$ cat src/rtl/core_pkg.sv
// Shared core types: datapath width, ALU opcodes and the ID/EX ALU payload.
// Also holds RV32I opcode/funct7 constants used by the decode stage.
package core_pkg;

    localparam int DATA_WIDTH = 32;

    typedef enum logic [3:0] {
        ALU_ADD    = 4'd0,
        ALU_SUB    = 4'd1,
        ALU_XOR    = 4'd2,
        ALU_OR     = 4'd3,
        ALU_AND    = 4'd4,
        ALU_SLL    = 4'd5,
        ALU_SRL    = 4'd6,
        ALU_SRA    = 4'd7,
        ALU_SLT    = 4'd8,
        ALU_SLTU   = 4'd9,
        ALU_PASS_B = 4'd10
    } alu_sel_e;

    localparam logic [6:0] OPC_OP     = 7'b0110011;
    localparam logic [6:0] OPC_OP_IMM = 7'b0010011;
    localparam logic [6:0] OPC_LUI    = 7'b0110111;
    localparam logic [6:0] OPC_AUIPC  = 7'b0010111;

    localparam logic [6:0] F7_BASE = 7'b0000000;
    localparam logic [6:0] F7_ALT  = 7'b0100000;

    // All-zero value is the reset payload (ALU_ADD encodes as 0)
    typedef struct packed {
        alu_sel_e              alu_sel;
        logic [DATA_WIDTH-1:0] operand1;
        logic [DATA_WIDTH-1:0] operand2;
        logic [4:0]            rd_addr;
        logic                  reg_write;
        logic                  alu_use;
        logic                  illegal;
    } alu_issue_t;

    function automatic alu_sel_e f3_to_sel(input logic [2:0] f3,
                                           input logic       alt);
        alu_sel_e sel;
        unique case (f3)
            3'b000:  sel = alt ? ALU_SUB : ALU_ADD;
            3'b001:  sel = ALU_SLL;
            3'b010:  sel = ALU_SLT;
            3'b011:  sel = ALU_SLTU;
            3'b100:  sel = ALU_XOR;
            3'b101:  sel = alt ? ALU_SRA : ALU_SRL;
            3'b110:  sel = ALU_OR;
            default: sel = ALU_AND;
        endcase
        return sel;
    endfunction

endpackage

$ cat src/rtl/alu_decoder.sv
// Combinational RV32I ALU-class decode: OP, OP-IMM, LUI, AUIPC into
// an ALU opcode plus resolved operands.
module alu_decoder
    import core_pkg::*;
(
    input  logic [31:0]           instr_i,
    input  logic [DATA_WIDTH-1:0] pc_i,
    input  logic [DATA_WIDTH-1:0] rs1_data_i,
    input  logic [DATA_WIDTH-1:0] rs2_data_i,
    output alu_issue_t            issue_o
);

    logic [6:0]            opcode;
    logic [2:0]            f3;
    logic [6:0]            f7;
    logic [4:0]            rd;
    logic [DATA_WIDTH-1:0] imm_i;
    logic [DATA_WIDTH-1:0] imm_u;
    logic                  legal;
    logic                  shift;

    assign opcode = instr_i[6:0];
    assign f3     = instr_i[14:12];
    assign f7     = instr_i[31:25];
    assign rd     = instr_i[11:7];
    assign imm_i  = {{(DATA_WIDTH-12){instr_i[31]}}, instr_i[31:20]};
    assign imm_u  = {{(DATA_WIDTH-32){instr_i[31]}}, instr_i[31:12], 12'b0};
    assign shift  = (f3 == 3'b001) || (f3 == 3'b101);

    always_comb begin
        issue_o = '0;
        legal   = 1'b1;
        unique case (opcode)
            OPC_OP: begin
                legal = (f7 == F7_BASE) ||
                        ((f7 == F7_ALT) && ((f3 == 3'b000) || (f3 == 3'b101)));
                issue_o.alu_use  = 1'b1;
                issue_o.alu_sel  = f3_to_sel(f3, f7 == F7_ALT);
                issue_o.operand1 = rs1_data_i;
                issue_o.operand2 = rs2_data_i;
                issue_o.rd_addr  = rd;
            end
            OPC_OP_IMM: begin
                // Only shift-immediates reuse imm[11:5] as funct7
                legal = !shift || (f7 == F7_BASE) ||
                        ((f7 == F7_ALT) && (f3 == 3'b101));
                issue_o.alu_use  = 1'b1;
                issue_o.alu_sel  = f3_to_sel(f3, (f3 == 3'b101) && (f7 == F7_ALT));
                issue_o.operand1 = rs1_data_i;
                issue_o.operand2 = imm_i;
                issue_o.rd_addr  = rd;
            end
            OPC_LUI: begin
                issue_o.alu_use  = 1'b1;
                issue_o.alu_sel  = ALU_PASS_B;
                issue_o.operand2 = imm_u;
                issue_o.rd_addr  = rd;
            end
            OPC_AUIPC: begin
                issue_o.alu_use  = 1'b1;
                issue_o.alu_sel  = ALU_ADD;
                issue_o.operand1 = pc_i;
                issue_o.operand2 = imm_u;
                issue_o.rd_addr  = rd;
            end
            default: begin
                issue_o = '0;
            end
        endcase

        if (issue_o.alu_use && !legal) begin
            issue_o.illegal  = 1'b1;
            issue_o.alu_sel  = ALU_ADD;
            issue_o.operand1 = '0;
            issue_o.operand2 = '0;
        end
        issue_o.reg_write = issue_o.alu_use && legal && (rd != 5'd0);
    end

endmodule

$ cat src/rtl/id_alu_issue.sv
// ID/EX slot for the ALU: registers decoded ALU ops with stall/flush,
// feeding the EX-stage operand1/operand2/ALUSel interface.
module id_alu_issue
    import core_pkg::*;
(
    input  logic                  clk,
    input  logic                  rst_n,
    input  logic                  valid_i,
    input  logic [31:0]           instr_i,
    input  logic [DATA_WIDTH-1:0] pc_i,
    input  logic [DATA_WIDTH-1:0] rs1_data_i,
    input  logic [DATA_WIDTH-1:0] rs2_data_i,
    input  logic                  stall_i,
    input  logic                  flush_i,
    output logic                  ready_o,
    output logic                  valid_o,
    output alu_sel_e              ALUSel_o,
    output logic [DATA_WIDTH-1:0] operand1_o,
    output logic [DATA_WIDTH-1:0] operand2_o,
    output logic [4:0]            rd_addr_o,
    output logic                  reg_write_o,
    output logic                  alu_use_o,
    output logic                  illegal_o
);

    alu_issue_t dec;
    alu_issue_t slot_d, slot_q;
    logic       valid_d, valid_q;

    alu_decoder u_dec (
        .instr_i    (instr_i),
        .pc_i       (pc_i),
        .rs1_data_i (rs1_data_i),
        .rs2_data_i (rs2_data_i),
        .issue_o    (dec)
    );

    // Flush beats stall; a bubble loads the reset payload
    always_comb begin
        valid_d = valid_q;
        slot_d  = slot_q;
        if (flush_i) begin
            valid_d = 1'b0;
            slot_d  = '0;
        end else if (!stall_i) begin
            valid_d = valid_i;
            slot_d  = valid_i ? dec : '0;
        end
    end

    always_ff @(posedge clk or negedge rst_n) begin
        if (!rst_n) begin
            valid_q <= 1'b0;
            slot_q  <= '0;
        end else begin
            valid_q <= valid_d;
            slot_q  <= slot_d;
        end
    end

    assign ready_o     = !stall_i;
    assign valid_o     = valid_q;
    assign ALUSel_o    = slot_q.alu_sel;
    assign operand1_o  = slot_q.operand1;
    assign operand2_o  = slot_q.operand2;
    assign rd_addr_o   = slot_q.rd_addr;
    assign reg_write_o = slot_q.reg_write;
    assign alu_use_o   = slot_q.alu_use;
    assign illegal_o   = slot_q.illegal;

endmodule

$ cat config.mk
export PLATFORM = sky130hd
export DESIGN_NAME = id_alu_issue
export DESIGN_NICKNAME = d
export VERILOG_FILES = /design/src/rtl/core_pkg.sv /design/src/rtl/alu_decoder.sv /design/src/rtl/id_alu_issue.sv
export SDC_FILE = /design/constraint.sdc
export NUM_CORES = 1
export LEC_CHECK = 0
export ABC_AREA = 0
export ABC_CLOCK_PERIOD_IN_PS = 1300
export BUFFER_PORTS_ARGS = -buffer_cell sky130_fd_sc_hd__buf_2
export CORE_UTILIZATION = 47
export CTS_BUF_LIST = sky130_fd_sc_hd__clkbuf_8 sky130_fd_sc_hd__clkbuf_16
export DETAILED_ROUTE_END_ITERATION = 10
export PLACE_DENSITY = 0.86
export SLEW_MARGIN = 40
export SYNTH_ARGS = -nofsm -noshare
export SYNTH_HDL_FRONTEND = slang
export SYNTH_SLANG_ARGS = --single-unit
$ cat constraint.sdc
create_clock -name clk -period 1.3 [get_ports clk]
set_input_delay 0.13 -clock clk [delete_from_list [all_inputs] [get_ports clk]]
set_output_delay 0.13 -clock clk [all_outputs]
set_load 0.01 [all_outputs]
==> results.cfg <==
[run_status]
status = complete, but fails checks
violations = setup timing

[critical_path]
rrSetupSlack_ps = 560
worstSetupPathType = in2reg
cp_slowest_cell = nor4_4
cp.arrival_ps = 1590
path_max_fanout = 11
required_ps = 1560
cp_cell_sequence = buf_2, nor4_4, nand4_1, o2111ai_2, nand3_1, buf_4, o21ai_1
end_kind = flip-flop
reg2reg_to = rd_addr_o[0]$_DFFE_PN0P_
r2r_cells = 1
r2r_start = rd_addr_o[0]$_DFFE_PN0P_
cpPeakStageDelay_ps = 330
crit_path_start_kind = primary input

[synthesis]
synthXorXnorAreaFrac_pct = 0
yosys_warnings = 0
synth_top_family_by_area = compound AO/OA/AOI/OAI gates
netlist_instances = 362
synth_compound_area_share_pct = 24.9
synthDistinctLibCells = 34
ys_seq_area_share_pct = 54.1
synth_fa_ha_area_share_pct = 0
syn_nets = 495
ys_seq_elements = 77
synth.area.mux_share_pct = 3.09
synth_area_mm2 = 0.00356
synthSimpleGateAreaFrac_pct = 14.4
avgSynthCellArea_um2 = 9.84

[timing]
setup_viol = 1
slew_headroom_pct = 74.4
worst_slack_ps = -25.2
slew_violations = 0
period_share_pct = 102
skew_ps = 0
tightestPinTransition_ps = 384
hold_viol_final = 0
min_period_ps = 1330
fmax_mhz = 755

[route]
dr_total_vias = 3861
wl_um = 11400
dr.pass1.iters = 4
drt-initial-drc-count = 191
drc = 0
antenna_left = 0
wl_per_cell_um = 16.2
vias_per_cell = 5.48

[placed_design]
place.gp.congestion = 0.895
dp_cells = 686
io_buffers = 210
placed_area_mm2 = 0.00505
dp_hpwl_um = 8590

[grt]
grt_first_pass_wirelength_um = 17000
grt.overflow.total = 0
gr-usage-all-layers_pct = 28.4
grt_pass1_vias = 3666
grt_max_degree = 49
antenna_found_initial = 0

[cells_and_area]
fin_area_mm2 = 0.00529
layout-drive-gt1-share_pct = 47.1
antennaDiodeCount = 0
fin_util_pct = 72.6
final_cells = 704
area_delta_synth_final_pct = 48.6
nets = 733

[pwr]
p_per_area_mw_per_mm2 = 891
finalPower_w = 0.00472
p_leak_nw = 2.73
clkPwrFrac_pct = 37.3
p_switching_w = 0.00118
p_comb_share_pct = 11.8
netSwitchingFraction_pct = 25.0
p_int_w = 0.00354
ir_drop_v = 0.000622
seq_power_share_pct = 50.9

[floorplanning]
core-area_mm2 = 0.00729
initial_utilization_pct = 48.9
die_height_um = 89.1
dieArea_mm2 = 0.00793
die-width_um = 89.1
core.rowCount = 31
io_pins = 211

[min_path]
hp-class = in2reg
hold-path-cell-count = 2
min_from = instr_i[8]
min_delay_worst_endpoint = rd_addr_o[1]$_DFFE_PN0P_

[clock_tree]
tritoncts = yes
cts_htree_levels = 3
cts.sinks = 77
cts.clk_slew.worst_paths_ps = 80
cts_made_buffers = 9
root_buffer = clkbuf_8
cts_buffer_depth = 2
insertion_delay_ps = 340

[job]
maxCapViolations = 0
-- power by group through the flow --
stage	Combinational (W)	Clock [W]	Sequential (W)
2_1_floorplan	0.000153	0	0.00245
3_3_place_gp	0.000530	0	0.00245
3_5_place_dp	0.000544	0	0.00245
4_1_cts	0.000550	0.00178	0.00240
5_1_grt	0.000602	0.00187	0.00240
6_report	0.000557	0.00176	0.00240
-- synth_stat cells, drive strengths merged --
library cell	n	area share, %
or4	1	0.21
dfrtp	77	54
a21o	2	0.42
a31o	1	0.25
nand4	1	0.18
a22o	5	1.2
and3b	1	0.25
a21oi	2	0.28
nor2	7	0.74
o21ai	70	9.8
a22oi	32	6.7
buf	8	1.2
nand3	3	0.42
o2111ai	1	0.42
o31ai	2	0.42
a221oi	19	4.7
nand2	82	8.7
nand3b	2	0.77
nor3	2	0.74
nand4bb	1	0.77
or2	1	0.18
inv	3	0.32
nor4	4	1.1
o31a	1	0.25
a21boi	2	0.42
clkbuf	19	2.0
nand2b	2	0.35
mux2i	11	3.1
-- registers in the layout, indices dropped and copies added, names as in the netlist --
signal       flops
ALUSel_o         4
alu_use_o        1
illegal_o        1
operand1_o      32
operand2_o      32
rd_addr_o        5
reg_write_o      1
valid_o          1
-- worst max path at each step --
| stage | depth (start not counted) | from | endpoint |
|---|---|---|---|
| floorplan | 5 | instr_i[6] | operand2_o[12]$_DFFE_PN0P_ |
| global placement | 7 | instr_i[25] | operand2_o[22]$_DFFE_PN0P_ |
| detailed placement | 7 | instr_i[25] | operand2_o[22]$_DFFE_PN0P_ |
| CTS | 7 | instr_i[25] | operand2_o[22]$_DFFE_PN0P_ |
| global route | 7 | instr_i[25] | operand2_o[8]$_DFFE_PN0P_ |
| finish | 7 | instr_i[25] | operand2_o[8]$_DFFE_PN0P_ |
-- per-stage QoR --
step	worst slack, ps	hold WS, ps	setup TNS (ps)
2_1_floorplan	-88.9	-166	-4920
3_5_place_dp	-375	73.3	-22320
5_1_grt	-78.2	13.7	-2210
3_3_place_gp	-305	67.4	-18720
4_1_cts	13.9	10.2	0
6_report	-25.2	21.0	-25.2
-- worst max-delay path: cells and delay by family --
family	cells	cell delay (ps)
and+or+nand+nor	3	640
AOI/OAI and AO/OA	2	500
buffers and inverters	2	310
-- timing repair --
item,in CTS,in global routing
pin swaps,1,2
hold buffers,1,0
buffers inserted,0,1
setup endpoints to repair,1,58
gates resized for setup,0,12
endpoints found under the hold margin,26,0
-- cells by family after synthesis --
| group | after synthesis |
|---|---|
| AND/OR/NAND/NOR | 107 |
| buffers and inverters | 30 |
| flip-flops | 77 |
| multiplexers | 11 |
| AO/OA/AOI/OAI | 137 |
-- cell usage in the layout, fill, tap and decap left out, types with 3 or more instances in the layout --
master,synthesis,layout
a221oi_1,19,19
inv_1,3,4
buf_12,0,6
nand3_1,3,3
nor4_4,0,3
clkbuf_8,0,9
buf_4,1,37
o21ai_2,0,4
dfrtp_1,77,77
a22oi_1,32,32
o21ai_1,64,64
a22o_1,5,5
nand2_1,81,80
buf_2,7,209
mux2i_1,11,11
nor2_1,7,6
-- metal layers --
metal  vias to the layer above  track usage, %  wire (um)
li1                       1795               -          -
met4                         0            9.81        274
met5                         -               0          0
met1                      1844            32.4       4370
met2                       195            51.7       5860
met3                        27            7.39        919
-- layout make-up --
cell class / count / area, um^2
clock buffer: 9 / 124
clock inverter: 7 / 67.6
fill: 590 / 2000
inverter: 3 / 11.3
multi-input combinational: 255 / 1580
sequential: 77 / 1930
tap: 99 / 124
timing repair buffer: 254 / 1470
Note: power is estimated with default switching activity, not from simulation.
